<file path="src/rtl/seven_segment_ctrl.sv">
// Bus-mapped sequencer for the 32-bit hex display path.
// Holds the shown word, a freeze buffer and the upper/lower half select.
module seven_segment_ctrl #(
    parameter int unsigned DEFAULT_PERIOD = 50000000,
    parameter logic [31:0] RESET_DATA     = 32'h00000000
) (
    input  logic        i_clk,
    input  logic        i_rst,
    input  logic        i_req,
    input  logic        i_we,
    input  logic [1:0]  i_addr,
    input  logic [31:0] i_wdata,
    output logic        o_ack,
    output logic [31:0] o_rdata,
    output logic [31:0] o_data,
    output logic        o_mode
);

    localparam logic [31:0] PERIOD_RST =
        (DEFAULT_PERIOD == 0) ? 32'd1 : 32'(DEFAULT_PERIOD);

    typedef enum logic {
        MANUAL,
        ALTERNATE
    } state_e;

    state_e      state_q;
    logic [31:0] data_q, data_d;
    logic [31:0] pend_q, pend_d;
    logic        flag_q, flag_d;
    logic [2:0]  ctrl_q, ctrl_d;
    logic [31:0] period_q, period_d;
    logic [31:0] cnt_q;
    logic        mode_q;
    logic        ack_q, ack_d;
    logic [31:0] rdata_q, rdata_d;
    logic [31:0] rd_mux;

    logic wr, wr_data, wr_ctrl, wr_per;

    assign wr      = i_req & i_we;
    assign wr_data = wr & (i_addr == 2'd0);
    assign wr_ctrl = wr & (i_addr == 2'd1);
    assign wr_per  = wr & (i_addr == 2'd2);

    always_comb begin
        rd_mux = '0;
        unique case (i_addr)
            2'd0: rd_mux = data_q;
            2'd1: rd_mux = {29'd0, ctrl_q};
            2'd2: rd_mux = period_q;
            2'd3: rd_mux = {30'd0, flag_q, mode_q};
        endcase
    end

    always_comb begin
        data_d   = data_q;
        pend_d   = pend_q;
        flag_d   = flag_q;
        ctrl_d   = ctrl_q;
        period_d = period_q;
        ack_d    = i_req;
        rdata_d  = (i_req && !i_we) ? rd_mux : '0;
        if (wr_data) begin
            if (ctrl_q[2]) begin
                pend_d = i_wdata;
                flag_d = 1'b1;
            end else begin
                data_d = i_wdata;
            end
        end
        if (wr_ctrl) begin
            ctrl_d = i_wdata[2:0];
            // Dropping FREEZE publishes the buffered word immediately
            if (ctrl_q[2] && !i_wdata[2] && flag_q) begin
                data_d = pend_q;
                flag_d = 1'b0;
            end
        end
        if (wr_per) begin
            period_d = (i_wdata == '0) ? 32'd1 : i_wdata;
        end
    end

    always_ff @(posedge i_clk) begin
        if (i_rst) begin
            data_q   <= RESET_DATA;
            pend_q   <= '0;
            flag_q   <= 1'b0;
            ctrl_q   <= '0;
            period_q <= PERIOD_RST;
            ack_q    <= 1'b0;
            rdata_q  <= '0;
        end else begin
            data_q   <= data_d;
            pend_q   <= pend_d;
            flag_q   <= flag_d;
            ctrl_q   <= ctrl_d;
            period_q <= period_d;
            ack_q    <= ack_d;
            rdata_q  <= rdata_d;
        end
    end

    always_ff @(posedge i_clk) begin
        if (i_rst) begin
            state_q <= MANUAL;
            mode_q  <= 1'b0;
            cnt_q   <= '0;
        end else begin
            unique case (state_q)
                MANUAL: begin
                    cnt_q <= '0;
                    if (wr_ctrl && i_wdata[0]) begin
                        state_q <= ALTERNATE;
                    end else if (wr_ctrl) begin
                        mode_q <= i_wdata[1];
                    end else begin
                        mode_q <= ctrl_q[1];
                    end
                end
                ALTERNATE: begin
                    if (wr_ctrl && !i_wdata[0]) begin
                        state_q <= MANUAL;
                        mode_q  <= i_wdata[1];
                        cnt_q   <= '0;
                    end else if (wr_per) begin
                        // New period restarts the dwell; no toggle now
                        cnt_q <= '0;
                    end else if (cnt_q == period_q - 32'd1) begin
                        mode_q <= ~mode_q;
                        cnt_q  <= '0;
                    end else begin
                        cnt_q <= cnt_q + 32'd1;
                    end
                end
            endcase
        end
    end

    assign o_ack   = ack_q;
    assign o_rdata = rdata_q;
    assign o_data  = data_q;
    assign o_mode  = mode_q;

endmodule

</file>
<file path="config.mk">
export PLATFORM = sky130hd
export DESIGN_NAME = seven_segment_ctrl
export DESIGN_NICKNAME = d
export VERILOG_FILES = /design/src/rtl/seven_segment_ctrl.sv
export SDC_FILE = /design/constraint.sdc
export NUM_CORES = 1
export LEC_CHECK = 0
export BUFFER_PORTS_ARGS = -buffer_cell sky130_fd_sc_hd__buf_2
export CORE_UTILIZATION = 25
export CTS_BUF_LIST = sky130_fd_sc_hd__clkbuf_4
export DETAILED_ROUTE_END_ITERATION = 8
export GPL_TIMING_DRIVEN = 0
export PLACE_DENSITY = 0.4
export SLEW_MARGIN = 10
export SYNTH_ARGS = -nofsm -noshare
export SYNTH_HDL_FRONTEND = slang
export SYNTH_SLANG_ARGS = --single-unit
</file>
<file path="constraint.sdc">
create_clock -name i_clk -period 6.65 [get_ports i_clk]
set_input_delay 1.33 -clock i_clk [delete_from_list [all_inputs] [get_ports i_clk]]
set_output_delay 1.33 -clock i_clk [all_outputs]
set_load 0.005 [all_outputs]
</file>
== Yosys cells after proc, flatten, opt, wreduce, memory -nomap -nowiden ==
Cells that the tools add are included.
W data, S select, Z words.
Word-level totals
  flip-flop bits (word level): 167
  bits of input ports: 38
  output and inout port bits: 66
  word-level logic and storage cells: 62
Cells by class
  add/sub/neg operators: 2
  equality and inequality tests: 7
  mux-type cells: 23
  bitwise gates (word level): 7
  reductions and logical operators: 13
Operators by type and width (count)
  $mux W32: 8
  $pmux W32 S4: 1
  $pmux W32 S2: 1
  $add A32 B1 Y32 const B: 1
  $eq A32 B32 Y1: 1
  $logic_not A32 Y1: 1
  $sub A32 B1 Y32 const B: 1
  $mux W1: 11
  $logic_and A1 B1 Y1: 5
  $and A1 B1 Y1: 4
  $eq A2 B2 Y1 const B: 2
  $pmux W1 S2: 2
  $logic_not A1 Y1: 3
  $ne A3 B1 Y1 const B: 1
  $ne A3 B2 Y1 const B: 1
  $not A1 Y1: 3
  $reduce_and A3 Y1: 1
  $eq A2 B1 Y1 const B: 1
  $logic_not A2 Y1: 1
  $ne A2 B2 Y1 const B: 1
  $reduce_and A2 Y1: 1
  $reduce_or A2 Y1: 1

== Longest topological paths before layout ==
Gate-level depths: netlist of run 1.
  depth in word-level cells: 6
  depth in mapped cells: 12
  mapped depth without buffers: 10

== Worst setup path before layout of run 1 ==
OpenSTA, ideal clock, no wires.
  path kind: register to register
  from: register period_q[0]
  to: register cnt_q[9]
  library setup time: 0.115 ns
  data arrival time: 3.223 ns
  data required time: 6.535 ns
  setup slack: 3.311 ns
  stages on the path, launching flop included: 13
  buffers on the path: 2
  clock period less this slack: 3.339 ns
  cell sequence: dfxtp_1 -> inv_1 -> ha_1 -> or3b_1 -> clkbuf_1 -> or3_1 -> a2111o_1 -> a2111oi_2 -> o2111ai_1 -> or4_1 -> nand2_2 -> buf_4 -> nor2_1
Between the ends
  longest elaborated chain between the ends: 6
Ends and longest elaborated chain
  start: declaration: RTL line 32  | logic [31:0] period_q, period_d;
  start signal: assignment: RTL line 99  | period_q <= period_d;
  $sub A32 B1 Y32: RTL line 130  | end else if (cnt_q == period_q - 32'd1) begin
  $eq A32 B32 Y1: RTL line 130
  $mux W32: RTL line 130
  $mux W32: RTL line 127  | end else if (wr_per) begin
  $mux W32: RTL line 123  | if (wr_ctrl && !i_wdata[0]) begin
  $pmux W32 S2: RTL line 111  | unique case (state_q)
  end signal: assignment: RTL line 134  | cnt_q <= cnt_q + 32'd1;
  end: declaration: RTL line 33  | logic [31:0] cnt_q;
No other way between the ends.
A chain may end at the register's enable or synchronous reset.

== Worst setup path after layout of run 1 ==
  from: register period_q[0]
  to: register cnt_q[25]
Same word-level chain as after synthesis.

==> results of run 1 <==
## worst paths after layout
check	startpoint	to	slack (ns)	depth (start not counted)
worst max-delay path	period_q[0]$_SDFFE_PP0P_	cnt_q[25]$_SDFF_PP0_	2.75	12
worst min-delay path	pend_q[9]$_SDFFE_PP0P_	pend_q[9]$_SDFFE_PP0P_	0.47	2
worst max register to register	period_q[0]$_SDFFE_PP0P_	cnt_q[25]$_SDFF_PP0_	2.75	12
worst min register to register	pend_q[9]$_SDFFE_PP0P_	pend_q[9]$_SDFFE_PP0P_	0.47	2
## layer usage
metal	GRT usage (%)	vias up	routed length, um
met5	0	-	0
met4	3.62	0	221
met3	2.45	15	640
met2	26.4	104	11500
met1	22.5	3109	12100
li1	-	3267	-
## cell usage in the layout, fill, tap and decap left out, types with 3 or more instances in the layout
cell,synthesis,final
mux2i_1,66,66
nand4_1,14,14
a211o_1,12,12
buf_4,3,3
nor4_1,24,23
nor3b_1,3,3
o22ai_1,3,3
inv_8,0,4
nor2_1,121,121
clkbuf_4,0,17
clkbuf_1,47,47
a21oi_1,39,39
nor2b_1,15,15
a22o_1,19,19
or4_1,10,10
nand3_1,16,16
a31oi_1,4,4
clkinv_8,0,4
a2111oi_0,3,3
and2_1,3,3
buf_1,6,6
xnor2_1,37,37
or3_1,5,5
buf_2,4,106
and4_1,4,4
xor2_1,35,35
nor3_1,19,19
and3_1,7,7
o211ai_1,3,3
nand2_1,84,84
inv_1,11,11
nand2b_1,6,6
a211oi_1,32,32
dfxtp_1,166,166
o21ai_0,6,6
## cell type report
class                           instances  area share (%)
Antenna cell                            1          0.0283
Buffer                                 60            2.73
Clock buffer                           17            1.44
Clock inverter                         14            1.81
Inverter                               11           0.467
Multi-Input combinational cell        618            44.7
Sequential cell                       166            37.6
Tap cell                              390            5.51
Timing Repair Buffer                  102            5.77
## flip-flops by register name, indices dropped and copies added (netlist names), named ones only
register  cells
period_q     32
pend_q       32
ctrl_q        2
o_ack         1
cnt_q        32
o_mode        1
o_data       32
o_rdata      32
flag_q        1
## logic make-up (layout without fill, tap and decap cells)
family	after synthesis	after routing	synth area share [%]
XOR/XNOR	72	72	8.35
flip-flops	166	166	44.0
AO/OA/AOI/OAI	137	137	13.0
adder cells (fa/ha/maj)	2	2	0.331
AND/OR/NAND/NOR	338	338	21.1
buffers and inverters	71	204	3.74
multiplexers	69	69	9.49
other	0	1	0
## synth_stat cells, drive strengths merged, types with 2 or more instances
cell type	count
a2111oi	4
a211o	12
a211oi	32
a21o	2
a21oi	39
a22o	19
a31oi	4
and2	3
and3	7
and4	4
buf	13
clkbuf	47
dfxtp	166
ha	2
inv	11
mux2i	66
mux4	2
nand2	85
nand2b	6
nand3	16
nand4	14
nor2	121
nor2b	15
nor3	19
nor3b	3
nor4	24
o211ai	3
o21ai	6
o22ai	3
or3	5
or4	10
xnor2	37
xor2	35
## stage by stage
step / util, % / cells
CTS: 29.8 / 1378
finish: 29.8 / 1379
global route: 29.8 / 1379
global placement: 28.8 / 1347
floorplan: - / 855
detailed placement: 28.8 / 1347
## power groups by stage
stage	Combinational, mW	Sequential, mW	Clock, mW
after floorplan	0.0769	1.04	0
after global placement	0.137	1.04	0
after detailed placement	0.137	1.04	0
after CTS	0.138	1.02	0.637
after global routing	0.149	1.03	0.679
final	0.136	1.02	0.612
## tightest hold or removal path: stages (launching register included)
cell	delay, ns
dfxtp_1	0.34
nand2_1	0.05
a21oi_1	0.05
==> impl_results.md, run 1 <==
- Final setup violation count: 0
- Worst Setup Path Type: reg -> reg
- Pre-CTS setup slack: 2.29 ns
- Site row count: 63
- Cell with the largest stage delay on the worst path: or4_1
- Vias in the first global route: 6333
- Status: finished, final reports clean
- Net Sw Frac: 30.5%
- Max incr delay on CP: 0.61 ns
- Critical Path AT: 4.39 ns
- CTS buffer count: 17
- Clk_lat worst skew: 0.60 ns
- Max Cap Viol: 0
- Wire length per cell: 17.7 um
- Post-DP HPWL: 18.4 mm
- I/O pin count: 104
- Crit path required time: 7.14 ns
- Die footprint: 30900 sq um
- First-pass GRT wire length: 38.4 mm
- Switching power: 540 uW
- Pwr Density: 200 nW/um^2
- CP Cell Sequence: inv_1, ha_1, or3b_1, clkbuf_1, or3_1, a2111o_1, a2111oi_2, o2111ai_1, or4_1, nand2_2, buf_4, nor2_1
- DRT Wirelength: 24.5 mm
- Area of the multi-input gates: 3960 sq um
- Tmin final: 3.90 ns
- Maximum VDD drop: 0.0712 mV
- Post-DRT Antenna Nets: 0
- RSZ-0062 raised after global routing: false
- Design Power: 1.77 mW
- Leak pwr: 3.25 nW
- Post-synth ARST share: 0%
- CTS root buf: clkbuf_4
- Worst Hold Class: reg -> reg
- Final-report hold violation count: 0
- Yosys warnings: 0
- Cts repair resizes: 0
- Drc violations: 0
- Hold Buf Count CTS: 0
- CTS H-tree depth: 4
- Layout cell share with drive strength beyond 1: 15.0%
- Sequential share of the synthesized area: 44.0%
- Tcrit/Tclk final: 58.6%
- Internal Pwr Total: 1.23 mW
- CTS sink cnt: 166
- Register Area: 3320 sq um
- Max transition margin: 34.1%
- Design Area, Final: 8850 sq um
- Number of flops mapped to enable cells by yosys: 0
- 1st-iter DRT viols: 332
- Initial Util: 25.4%
- Comb pwr share: 7.7%
- Synth Flop Type: dfxtp_1
- Top delay family on crit path: simple AND/OR/NAND/NOR gates
- Buffers added on ports: 102
- Flops & latches, synth: 166
- Hold slack: 0.468 ns
- Clock transition at path regs: 0.16 ns
- Worst Setup End Kind: flip-flop
- Worst setup SP type: flip-flop
- Slew Limit Fails: 0
- Fmax: 0.257 GHz
- Synth area leaders: dfxtp_1, mux2i_1, nor2_1
- Die Ht: 176 um
- Avg Cell Area, Syn: 8.84 sq um
- Initial antenna violation count: 1
- Sequential power share: 57.8%
- Core area: 29700 sq um
- Syn Nets: 895
- Cell taking the most area after synthesis: dfxtp_1
- Layout filler cell count: 3194
- Setup TNS: 0 ns
- Synth unique cells: 57
- Clock network power share: 34.6%
- Mapped cell area: 7550 sq um
- PnR worst setup slack: 2.75 ns
- GRT Util Overall: 16.3%
- GRT overflow: 0
- Syn Inst Count: 855
- CTS tree: built
- Nets@finish: 1016
- Worst Clk Skew: 0.0342 ns
- Setup bufs post-CTS: 0
- Placed Instance Area: 8560 sq um
- Layout area overhead: 17.1%
- Die Wd: 176 um
- Worst Max-Slew Pin Slew: 0.979 ns
- Max Fanout on Critical Path: 10
- Via-per-instance ratio: 4.71
- Final Wtd Congestion: 0.791
- Crit path buffers/inverters: 3
- Largest net degree at the start of global routing: 19
- CTS max path bufs: 2
- Share of the synthesized area in the top cell type: 44.0%
- Drt pass-1 iters: 5
- Via count: 6495
(Power assumes the default switching activity.)
==> inputs of run 2 (changes only) <==
ABC_AREA = 1   (was not set)
clock period = 3.82 ns   (was 6.65 ns; I/O delays follow)
==> impl_results.md, run 2 <==
- Commonest non-fill, non-tap cell in the layout: nand2_1 (was dfxtp_1)
- Slew Limit Fails: 0 (unchanged)
- Synth Flop Type: dfxtp_1 (unchanged)
- Synth area leaders: dfxtp_1, nand2_1, a21oi_1 (was dfxtp_1, mux2i_1, nor2_1)
- RR Startpoint: period_q[0]$_SDFFE_PP0P_ (unchanged)
- RSZ-0062 raised after global routing: false (unchanged)
- Drt pass-1 iters: 5 (unchanged)
- Final setup violation count: 0 (unchanged)
- Layout area overhead: 16.0% (was 17.1%)
- 1st-iter DRT viols: 408 (was 332)
- Clock network power share: 33.3% (was 34.6%)
- Worst Max-Slew Pin Slew: 0.816 ns (was 0.979 ns)
- WHS Endpoint: pend_q[14]$_SDFFE_PP0P_ (was pend_q[9]$_SDFFE_PP0P_)
- Max Fanout on Critical Path: 10 (unchanged)
- Final Wtd Congestion: 0.835 (was 0.791)
- PnR worst setup slack: 1.16 ns (was 2.75 ns)
- Switching power: 852 uW (was 540 uW)
- Drc violations: 0 (unchanged)
- Clk_lat worst skew: 0.58 ns (was 0.60 ns)
- Internal Pwr Total: 2.17 mW (was 1.23 mW)
- Yosys warnings: 0 (unchanged)
- Comb pwr share: 7.8% (was 7.7%)
- Sequential share of the synthesized area: 41.9% (was 44.0%)
- Die Ht: 180 um (was 176 um)
- Leak pwr: 3.79 nW (was 3.25 nW)
- Via-per-instance ratio: 4.55 (was 4.71)
- Post-DRT Antenna Nets: 0 (unchanged)
- Final-report hold violation count: 0 (unchanged)
- Wire length per cell: 16.5 um (was 17.7 um)
- Synth cell count leaders: nand2_1, dfxtp_1, nor2_1 (was dfxtp_1, nor2_1, nand2_1)
- Avg Cell Area, Syn: 7.24 sq um (was 8.84 sq um)
- Crit path required time: 4.29 ns (was 7.14 ns)
- CTS max path bufs: 2 (unchanged)
- Mapped cell area: 7920 sq um (was 7550 sq um)
- Fmax: 0.376 GHz (was 0.257 GHz)
- CTS tree: built (unchanged)
- Maximum VDD drop: 0.142 mV (was 0.0712 mV)
- Initial Util: 25.6% (was 25.4%)
- Fin util: 29.7% (was 29.8%)
- I/O pin count: 104 (unchanged)
- Most frequent cells in the layout: nand2_1, dfxtp_1, nor2_1 (was dfxtp_1, nor2_1, buf_2)
- Die footprint: 32400 sq um (was 30900 sq um)
- Pre-CTS setup slack: 0.769 ns (was 2.29 ns)
- CTS sink cnt: 166 (unchanged)
- Buffers added on ports: 102 (unchanged)
- Vias in the first global route: 7474 (was 6333)
- Net Sw Frac: 28.2% (was 30.5%)
- Cts repair resizes: 0 (unchanged)
- CP Cell Sequence: clkinv_1, ha_1, nand2_1, nor2_1, nand3_1, o21ai_1, nand2_1, nand2_1, nand2_1, nor2_1, nand2_1, nor2_1, nand2_2, nand3_2, buf_4, nor2_1 (was inv_1, ha_1, or3b_1, clkbuf_1, or3_1, a2111o_1, a2111oi_2, o2111ai_1, or4_1, nand2_2, buf_4, nor2_1)
- Sequential power share: 58.9% (was 57.8%)
- Initial antenna violation count: 1 (unchanged)
- Cell mode on critical path: nand2_1
- First-pass GRT wire length: 42.9 mm (was 38.4 mm)
- Worst Hold Class: in -> reg (was reg -> reg)
- Setup bufs post-CTS: 0 (unchanged)
- Post-synth ARST share: 0% (unchanged)
- Syn Inst Count: 1094 (was 855)
- Nets@finish: 1255 (was 1016)
- Layout cell share with drive strength beyond 1: 14.5% (was 15.0%)
- Share of the synthesized area in the top cell type: 41.9% (was 44.0%)
- Worst setup SP type: flip-flop (unchanged)
- Synth unique cells: 46 (was 57)
- Worst Clk Skew: 0.0248 ns (was 0.0342 ns)
- WHS Path Cells: 3 (was 2)
- Largest net degree at the start of global routing: 17 (was 19)
- Cell with the largest stage delay on the worst path: dfxtp_1 (was or4_1)
- Number of flops mapped to enable cells by yosys: 0 (unchanged)
- Design Power: 3.02 mW (was 1.77 mW)
- Site row count: 64 (was 63)
- Non-Filler Instances: 1626 (was 1379)
- Max transition margin: 45.6% (was 34.1%)
- Hold Buf Count CTS: 0 (unchanged)
- Tcrit/Tclk final: 69.6% (was 58.6%)
- Clock transition at path regs: 0.16 ns (about the same)
- Reg-to-reg endpoint: cnt_q[29]$_SDFF_PP0_ (was cnt_q[25]$_SDFF_PP0_)
- CTS buffer count: 17 (unchanged)
- Max incr delay on CP: 0.32 ns (was 0.61 ns)
- Cells on worst reg2reg path: 16 (was 12)
- CTS H-tree depth: 4 (unchanged)
- Pwr Density: 329 nW/um^2 (was 200 nW/um^2)
- Worst Setup End Kind: flip-flop (unchanged)
- Setup TNS: 0 ns (unchanged)
- Cell taking the most area after synthesis: dfxtp_1 (unchanged)
- DRT Wirelength: 26.9 mm (was 24.5 mm)
- Via count: 7401 (was 6495)
- Flops & latches, synth: 166 (unchanged)
- Hold slack: 0.449 ns (was 0.468 ns)
- GRT Util Overall: 17.2% (was 16.3%)
- Post-DP HPWL: 21.2 mm (was 18.4 mm)
- Layout filler cell count: 3519 (was 3194)
- Core area: 30900 sq um (was 29700 sq um)
- HP Start: i_wdata[14] (was pend_q[9]$_SDFFE_PP0P_)
- Critical Path AT: 3.13 ns (was 4.39 ns)
- Worst reg-to-reg setup slack: 1.16 ns (was 2.75 ns)
- Die Wd: 180 um (was 176 um)
- Syn Nets: 1134 (was 895)
- GRT overflow: 0 (unchanged)
- Status: finished, final reports clean (unchanged)
- Worst Setup Path Type: reg -> reg (unchanged)
- Dpl cells: 1592 (was 1347)
- Placed Instance Area: 8930 sq um (was 8560 sq um)
- Max Cap Viol: 0 (unchanged)
- Design Area, Final: 9190 sq um (was 8850 sq um)
- CTS root buf: clkbuf_4 (unchanged)
- Most frequent cell after synthesis: nand2_1 (was dfxtp_1)
- Tmin final: 2.66 ns (was 3.90 ns)
[run 2: cell count changes in the layout (fill, tap and decap cells not counted), moves of 19 or more]
cell and delta:
a21oi_1 +67, inv_1 +71, o21ai_0 +51, xnor2_1 -19
nand3_1 +34, a211oi_1 -30, a22o_1 -19, mux2i_1 -33
nand2_1 +197
[run 2: area by class of cell]
type,instances,area [sq um],area share [%]
timing repair buffer,102,510,5.56
clock buffer,20,150,1.63
antenna,2,5.00,0.0545
inverter,92,345,3.76
sequential,166,3320,36.2
tap,396,495,5.39
buffer,46,188,2.04
clock inverter,12,104,1.13
multi-input combinational,790,4070,44.3
[run 2: critical path: cells and delay by family (launching register included)]
| family | cells | cell delay (ns) |
|---|---|---|
| buffers and inverters | 2 | 0.36 |
| AOI/OAI and AO/OA | 1 | 0.28 |
| and+or+nand+nor | 12 | 1.35 |
| DFF | 1 | 0.32 |
| adders and majority gates | 1 | 0.21 |
[run 2: routing by layer]
layer  vias to the layer above  part of all wire (%)  track usage (%)
met2                       118                    47             28.1
met5                         -                     0                0
met1                      3469                    50             23.4
met3                        17                   2.7             2.65
li1                       3797                     -                -
met4                         0                   1.3             4.65
[run 2: kinds of logic (layout without fill, tap and decap cells)]
group | Yosys count | after routing | synth area share, %
simple gates | 527 | 527 | 29.8
compound gates | 181 | 181 | 11.9
flops | 166 | 166 | 41.9
buf+inv | 138 | 272 | 6.73
xor+xnor | 47 | 47 | 5.20
mux | 33 | 33 | 4.17
fa+ha+maj | 2 | 2 | 0.316
other cells | 0 | 2 | 0
[run 2: worst max-delay path by stage]
stage / start / end / slack (ns) / depth (start not counted)
6_report: period_q[0]$_SDFFE_PP0P_ / cnt_q[29]$_SDFF_PP0_ / 1.16 / 16
5_1_grt: period_q[0]$_SDFFE_PP0P_ / cnt_q[28]$_SDFF_PP0_ / 0.90 / 16
4_1_cts: period_q[0]$_SDFFE_PP0P_ / cnt_q[29]$_SDFF_PP0_ / 1.12 / 16
3_5_place_dp: i_addr[1] / period_q[5]$_SDFFE_PP0P_ / 0.77 / 10
3_3_place_gp: i_addr[1] / period_q[4]$_SDFFE_PP0P_ / 0.77 / 10
2_1_floorplan: i_addr[0] / o_data[10]$_SDFF_PP0_ / 1.74 / 11
[run 2: power by group through the flow]
stage	sequential, mW	combinational (mW)	clock (mW)
3_5_place_dp	1.82	0.239	0
6_report	1.78	0.236	1.01
5_1_grt	1.78	0.264	1.13
3_3_place_gp	1.82	0.239	0
2_1_floorplan	1.81	0.127	0
4_1_cts	1.78	0.240	1.06
